**src/rtl/acq_pkg.sv**
```systemverilog
// Shared types and constants for the oscilloscope capture controller.
// Default widths and trigger-edge encoding used by the controller and its trigger detector.
package acq_pkg;

   typedef enum logic [2:0] {
      ST_IDLE      = 3'd0,
      ST_PRE_FILL  = 3'd1,
      ST_WAIT_TRIG = 3'd2,
      ST_POST      = 3'd3,
      ST_DONE      = 3'd4
   } acq_state_t;

   localparam logic EDGE_RISE = 1'b0;
   localparam logic EDGE_FALL = 1'b1;

   localparam int ACQ_ADDR_W = 12;
   localparam int ACQ_DATA_W = 8;

endpackage

```
**src/rtl/acq_trig_detect.sv**
```systemverilog
// Level/edge trigger detector: remembers the previous sample of the current capture and
// flags a crossing of trig_level on the sample presented with sample_valid.
module acq_trig_detect
   import acq_pkg::*;
#(
   parameter int DATA_W = ACQ_DATA_W
) (
   input  logic              clk,
   input  logic              rst,
   input  logic              clear,
   input  logic              en,
   input  logic              sample_valid,
   input  logic [DATA_W-1:0] sample,
   input  logic [DATA_W-1:0] trig_level,
   input  logic              trig_edge,
   output logic              hit
);

   logic [DATA_W-1:0] prev_sample;
   logic              prev_valid;

   always_comb begin
      hit = 1'b0;
      if (sample_valid && prev_valid) begin
         if (trig_edge == EDGE_RISE)
            hit = (prev_sample < trig_level) && (sample >= trig_level);
         else
            hit = (prev_sample > trig_level) && (sample <= trig_level);
      end
   end

   // A fresh capture must not compare against a sample left over from the previous one.
   always_ff @(posedge clk or posedge rst) begin
      if (rst) begin
         prev_sample <= '0;
         prev_valid  <= 1'b0;
      end else if (clear) begin
         prev_valid  <= 1'b0;
      end else if (en && sample_valid) begin
         prev_sample <= sample;
         prev_valid  <= 1'b1;
      end
   end

endmodule

```
**src/rtl/acq_capture_ctrl.sv**
```systemverilog
// Capture sequencer: arm, pre-trigger fill, trigger search, post-trigger fill, done.
// Drives the write port of a circular capture RAM and reports trigger/start addresses.
module acq_capture_ctrl
   import acq_pkg::*;
#(
   parameter int ADDR_W = ACQ_ADDR_W,
   parameter int DATA_W = ACQ_DATA_W,
   parameter int TO_W   = 24
) (
   input  logic              clk,
   input  logic              rst,
   input  logic              sample_valid,
   input  logic [DATA_W-1:0] sample,
   input  logic              arm,
   input  logic              abort,
   input  logic              force_trig,
   input  logic              ack,
   input  logic [DATA_W-1:0] trig_level,
   input  logic              trig_edge,
   input  logic              auto_en,
   input  logic [TO_W-1:0]   auto_timeout,
   input  logic [ADDR_W-1:0] pre_depth,
   input  logic [ADDR_W-1:0] post_depth,
   output logic              wr_en,
   output logic [ADDR_W-1:0] wr_addr,
   output logic [DATA_W-1:0] wr_data,
   output logic [ADDR_W-1:0] trig_addr,
   output logic [ADDR_W-1:0] start_addr,
   output logic              trig_forced,
   output logic              busy,
   output logic              done
);

   localparam logic [ADDR_W-1:0] LAST_IDX = '1;
   localparam logic [ADDR_W-1:0] ONE      = ADDR_W'(1);

   acq_state_t        state;
   logic [ADDR_W-1:0] pre_len;
   logic [ADDR_W-1:0] post_len;
   logic [ADDR_W-1:0] fill_cnt;
   logic [TO_W-1:0]   to_cnt;
   logic              force_pend;

   logic              in_capture;
   logic              arm_ok;
   logic [ADDR_W-1:0] pre_room;
   logic [ADDR_W-1:0] post_clamp;
   logic [ADDR_W-1:0] next_addr;
   logic              level_hit;
   logic              force_hit;
   logic              auto_hit;
   logic              trig_hit;

   assign in_capture = (state == ST_PRE_FILL) || (state == ST_WAIT_TRIG) || (state == ST_POST);
   assign busy       = in_capture;
   assign done       = (state == ST_DONE);
   assign arm_ok     = arm && !in_capture && !abort;

   // pre_depth already fits in DEPTH-1; only post needs trimming so pre+post stays below DEPTH.
   assign pre_room   = LAST_IDX - pre_depth;
   assign post_clamp = (post_depth > pre_room) ? pre_room : post_depth;

   // Address the current sample will land on, accounting for a write still in flight.
   assign next_addr  = wr_addr + ADDR_W'(wr_en);

   assign force_hit  = force_trig || force_pend;
   assign auto_hit   = auto_en && (to_cnt == auto_timeout);
   assign trig_hit   = level_hit || force_hit || auto_hit;

   acq_trig_detect #(
      .DATA_W(DATA_W)
   ) u_trig_detect (
      .clk         (clk),
      .rst         (rst),
      .clear       (arm_ok),
      .en          (in_capture),
      .sample_valid(sample_valid),
      .sample      (sample),
      .trig_level  (trig_level),
      .trig_edge   (trig_edge),
      .hit         (level_hit)
   );

   always_ff @(posedge clk or posedge rst) begin
      if (rst) begin
         state       <= ST_IDLE;
         wr_en       <= 1'b0;
         wr_addr     <= '0;
         wr_data     <= '0;
         trig_addr   <= '0;
         start_addr  <= '0;
         trig_forced <= 1'b0;
         pre_len     <= '0;
         post_len    <= '0;
         fill_cnt    <= '0;
         to_cnt      <= '0;
         force_pend  <= 1'b0;
      end else begin
         wr_en <= 1'b0;
         if (wr_en)
            wr_addr <= wr_addr + ONE;

         if (abort) begin
            state      <= ST_IDLE;
            force_pend <= 1'b0;
         end else begin
            case (state)
               ST_IDLE, ST_DONE: begin
                  if (arm) begin
                     pre_len     <= pre_depth;
                     post_len    <= post_clamp;
                     wr_addr     <= '0;
                     fill_cnt    <= '0;
                     to_cnt      <= '0;
                     trig_forced <= 1'b0;
                     force_pend  <= 1'b0;
                     state       <= (pre_depth == '0) ? ST_WAIT_TRIG : ST_PRE_FILL;
                  end else if (state == ST_DONE && ack) begin
                     state <= ST_IDLE;
                  end
               end

               ST_PRE_FILL: begin
                  if (sample_valid) begin
                     wr_en   <= 1'b1;
                     wr_data <= sample;
                     if (fill_cnt + ONE == pre_len) begin
                        fill_cnt <= '0;
                        state    <= ST_WAIT_TRIG;
                     end else begin
                        fill_cnt <= fill_cnt + ONE;
                     end
                  end
               end

               ST_WAIT_TRIG: begin
                  if (sample_valid) begin
                     wr_en   <= 1'b1;
                     wr_data <= sample;
                     to_cnt  <= to_cnt + TO_W'(1);
                     if (trig_hit) begin
                        trig_addr   <= next_addr;
                        start_addr  <= next_addr - pre_len;
                        trig_forced <= force_hit || auto_hit;
                        force_pend  <= 1'b0;
                        fill_cnt    <= '0;
                        state       <= (post_len == '0) ? ST_DONE : ST_POST;
                     end
                  end else if (force_trig) begin
                     force_pend <= 1'b1;
                  end
               end

               ST_POST: begin
                  if (sample_valid) begin
                     wr_en   <= 1'b1;
                     wr_data <= sample;
                     if (fill_cnt + ONE == post_len) begin
                        fill_cnt <= '0;
                        state    <= ST_DONE;
                     end else begin
                        fill_cnt <= fill_cnt + ONE;
                     end
                  end
               end

               default: state <= ST_IDLE;
            endcase
         end
      end
   end

endmodule

```
**config.mk**
```make
export PLATFORM = sky130hd
export DESIGN_NAME = acq_capture_ctrl
export DESIGN_NICKNAME = d
export VERILOG_FILES = /design/src/rtl/acq_pkg.sv /design/src/rtl/acq_trig_detect.sv /design/src/rtl/acq_capture_ctrl.sv
export SDC_FILE = /design/constraint.sdc
export NUM_CORES = 1
export LEC_CHECK = 0
export ABC_AREA = 1
export CAP_MARGIN = 20
export CORE_MARGIN = 2
export CORE_UTILIZATION = 45
export CTS_CLUSTER_SIZE = 12
export DETAILED_ROUTE_END_ITERATION = 8
export DONT_BUFFER_PORTS = 1
export PLACE_DENSITY = 0.65
export SLEW_MARGIN = 5
export SYNTH_ARGS = -nofsm -noshare
export SYNTH_HDL_FRONTEND = slang
export SYNTH_SLANG_ARGS = --single-unit
```
**constraint.sdc**
```tcl
create_clock -name clk -period 3.5 [get_ports clk]
set_clock_uncertainty 0.1 [all_clocks]
set_input_delay 0.35 -clock clk [delete_from_list [all_inputs] [get_ports clk]]
set_output_delay 0.35 -clock clk [all_outputs]
set_load 0.005 [all_outputs]
```
==> results.tsv <==
stage	metric	value	unit
grt	GR Overflow Total	0	
critical_path	max incr delay on CP	440	ps
critical_path	CP endpoint kind	flop	
worst_hold_path	Hold Crit Class	in2reg	
critical_path	CP bufs+invs	1	
layout	commonest non-fill, non-tap cell in the layout	nand2_1	
grt	largest net degree at the start of global routing	55	
placement	DP HPWL	15700	um
power_and_ir_drop	Psw	1.95	mW
run	max-cap viol count	0	
synth	Synth area leader	dfrtp_1	
power_and_ir_drop	static leakage	4.51	nW
sta	Hold Violations, Final	0	
floorplan	Top Ports	121	
critical_path	Critical-path top delay cell	dfrtp_1	
sta	post-route minimum period	3040	ps
placement	# port buffers	0	
detailed_routing	Initial DRC Count	508	
critical_path	cell family with most CP delay	compound AO/OA/AOI/OAI gates	
clock_tree	Num Clock Sinks	119	
clock_tree	Num CTS Buffers	17	
synth	post-synth top area share	37.6	%
power_and_ir_drop	Internal	3.67	mW
floorplan	core footprint	17200	um2
sta	RSZ-0062 raised after global routing	no	
critical_path	setup slack, reg-to-reg	460	ps
layout	most frequent cells in the layout	319 x nand2_1, 129 x inv_1, 119 x dfrtp_1	
synth	EDFF count, synth	0	
floorplan	row count	48	
detailed_routing	per-cell routed wire length	15.5	um
placement	gp weighted congestion	0.920	
sta	fmax	329	MHz
critical_path	Critical Path RT	3740	ps
layout	# diodes	0	
floorplan	die height	137	um
synth	Main synth FF type	dfrtp_1	
critical_path	CP Cell Sequence	ha_1, ha_1, xnor2_1, inv_1, ha_1, nand2_1, o21ai_0, a31oi_1, o21ai_0, a21oi_1, xor2_1, o21ai_0	
detailed_routing	first-pass iteration count of the detailed router	5	
critical_path	critical path arrival	3280	ps
power_and_ir_drop	pwr dens	619	nW/um2
sta	Final period util	86.9	%
grt	first-pass GRT wire length	34000	um
critical_path	Setup crit start kind	flop	
sta	setup-violating endpoint count in the final report	0	
power_and_ir_drop	switching portion of total power	34.7	%
sta	total negative slack	0	ps
clock_tree	Reg clk slew, reported paths	50	ps
floorplan	Die Width	137	um
detailed_routing	Post-Route WL	21100	um
power_and_ir_drop	Max IR drop VDD	0.348	mV
synth	Post-Syn Instances	1098	
power_and_ir_drop	clock power share	35.5	%
floorplan	initial core utilization	45.9	%
clock_tree	Max clock buf depth	2	
synth	Synth warnings	0	
synth	Unique masters post-synth	45	
power_and_ir_drop	Gate power share	28.4	%
detailed_routing	via count	7147	
clock_tree	CTS Root Cell	clkbuf_16	
synth	top post-synthesis cells by area	dfrtp_1 38%, nand2_1 15%, ha_1 7.0%, inv_1 6.2%, o21ai_0 5.3%	
critical_path	Setup CP Type	reg2reg	
grt	GRT Total Usage	23.5	%
power_and_ir_drop	Flop pwr share	36.0	%
detailed_routing	vias per inst	5.26	
layout	multi-input gate area in the final layout	4310	um2
clock_tree	CTS tree	yes	
clock_tree	# H-tree levels	4	
detailed_routing	residual DRC count	0	
synth	Post-Syn Area per Cell	7.20	um2
synth	syn_nets	1216	
synth	post-synthesis register bit count	119	
layout	area delta synth->final	14.6	%
sta	max-slew violation count	0	
synth	sequential area share after synthesis	37.6	%
layout	Final Util	52.6	%
synth	post-synthesis async set-or-reset flop share	100	%
clock_tree	Clock Latency Late Sink	430	ps
grt	vias in the first global route	6661	
sta	slew margin rel.	36.7	%
detailed_routing	Final ANT Viol Nets	0	
layout	register area	2980	um2
sta	Worst Tran Pin Value	946	ps
layout	layout cell share with drive strength beyond 1	6.35	%
grt	antenna violations before repair	0	
run_status	status	finished, final reports clean	
layout	# nets final	1238	
layout	FILL cells	1671	
floorplan	die footprint	18700	um2
clock_tree	post-cts sizing count	0	
synth	mapped cell area	7910	um2
critical_path	worst-path maximum fanout	6	
timing repair:
item                                   4_1_cts  5_1_grt
hold buffers                                21        0
endpoints found under the hold margin       64        0
buffers inserted                             0        0
per-stage QoR:
step                      std cells  total power [mW]  instance area [um2]  hold WS [ps]  worst slack (ps)
final                          1358              5.61                 9060          12.9               457
after global placement         1303              3.57                 8130           371               555
after CTS                      1356              5.63                 9020          6.71               479
after global routing           1358              6.00                 9060          10.7               139
after detailed placement       1303              3.60                 8130           377               508
after floorplan                1098              3.19                 7910           328               813
power by group through the flow:
stage | Combinational (mW) | Sequential, mW | Clock [mW]
final | 1.60 | 2.02 | 1.99
after global routing | 1.84 | 2.07 | 2.09
after CTS | 1.59 | 2.02 | 2.02
after detailed placement | 1.56 | 2.04 | 0
after global placement | 1.54 | 2.04 | 0
after floorplan | 1.24 | 1.95 | 0
worst paths after layout:
path                                              start                            to  depth (start not counted)
setup / recovery                                  wr_en                 start_addr[9]                         12
setup reg to reg                                  wr_en                 start_addr[9]                         12
min in group asynchronous                           rst                    wr_data[4]                          2
hold / removal                             pre_depth[0]                    pre_len[0]                          2
max in group asynchronous                           rst                  trig_addr[6]                          4
hold reg to reg            u_trig_detect.prev_sample[0]  u_trig_detect.prev_sample[0]                          2
Yosys cell counts (7+ instances only):
cell	n
inv_1	130
xnor2_1	15
a21oi_1	68
nor4_1	9
o21ai_0	83
clkbuf_1	15
ha_1	44
nor2_1	67
nand2_2	7
dfrtp_1	119
nor3_1	25
nand2_1	319
nand3_1	77
nand4_1	16
o21ai_1	12
xor2_1	24
cell families after synthesis:
family	count (synthesis)	share of synthesized area (%)
compound gates	187	12.7
xor+xnor	39	4.32
fa+ha+maj	45	7.21
buf+inv	161	7.99
flops	119	37.6
simple gates	547	30.1
layer usage:
layer	global-route usage (%)	wire length (um)
met2	36.7	9540
met5	0	0
met4	7.00	343
met3	6.78	1540
met1	31.6	9700
sequential cells by signal (all words and copies together), names as in the netlist, 3 cells and up:
register	count
pre_len	12
state	3
start_addr	12
trig_addr	12
u_trig_detect.prev_sample	8
post_len	12
wr_addr	12
to_cnt	24
fill_cnt	12
wr_data	8
area by class of cell:
type | count | area share [%]
Multi-Input combinational cell | 818 | 47.5
Sequential cell | 119 | 32.9
Inverter | 136 | 5.67
Timing Repair Buffer | 28 | 3.40
Clock inverter | 11 | 2.14
Clock buffer | 21 | 5.30
Tap cell | 225 | 3.11
No activity file was read; power rests on OpenSTA's default activity.
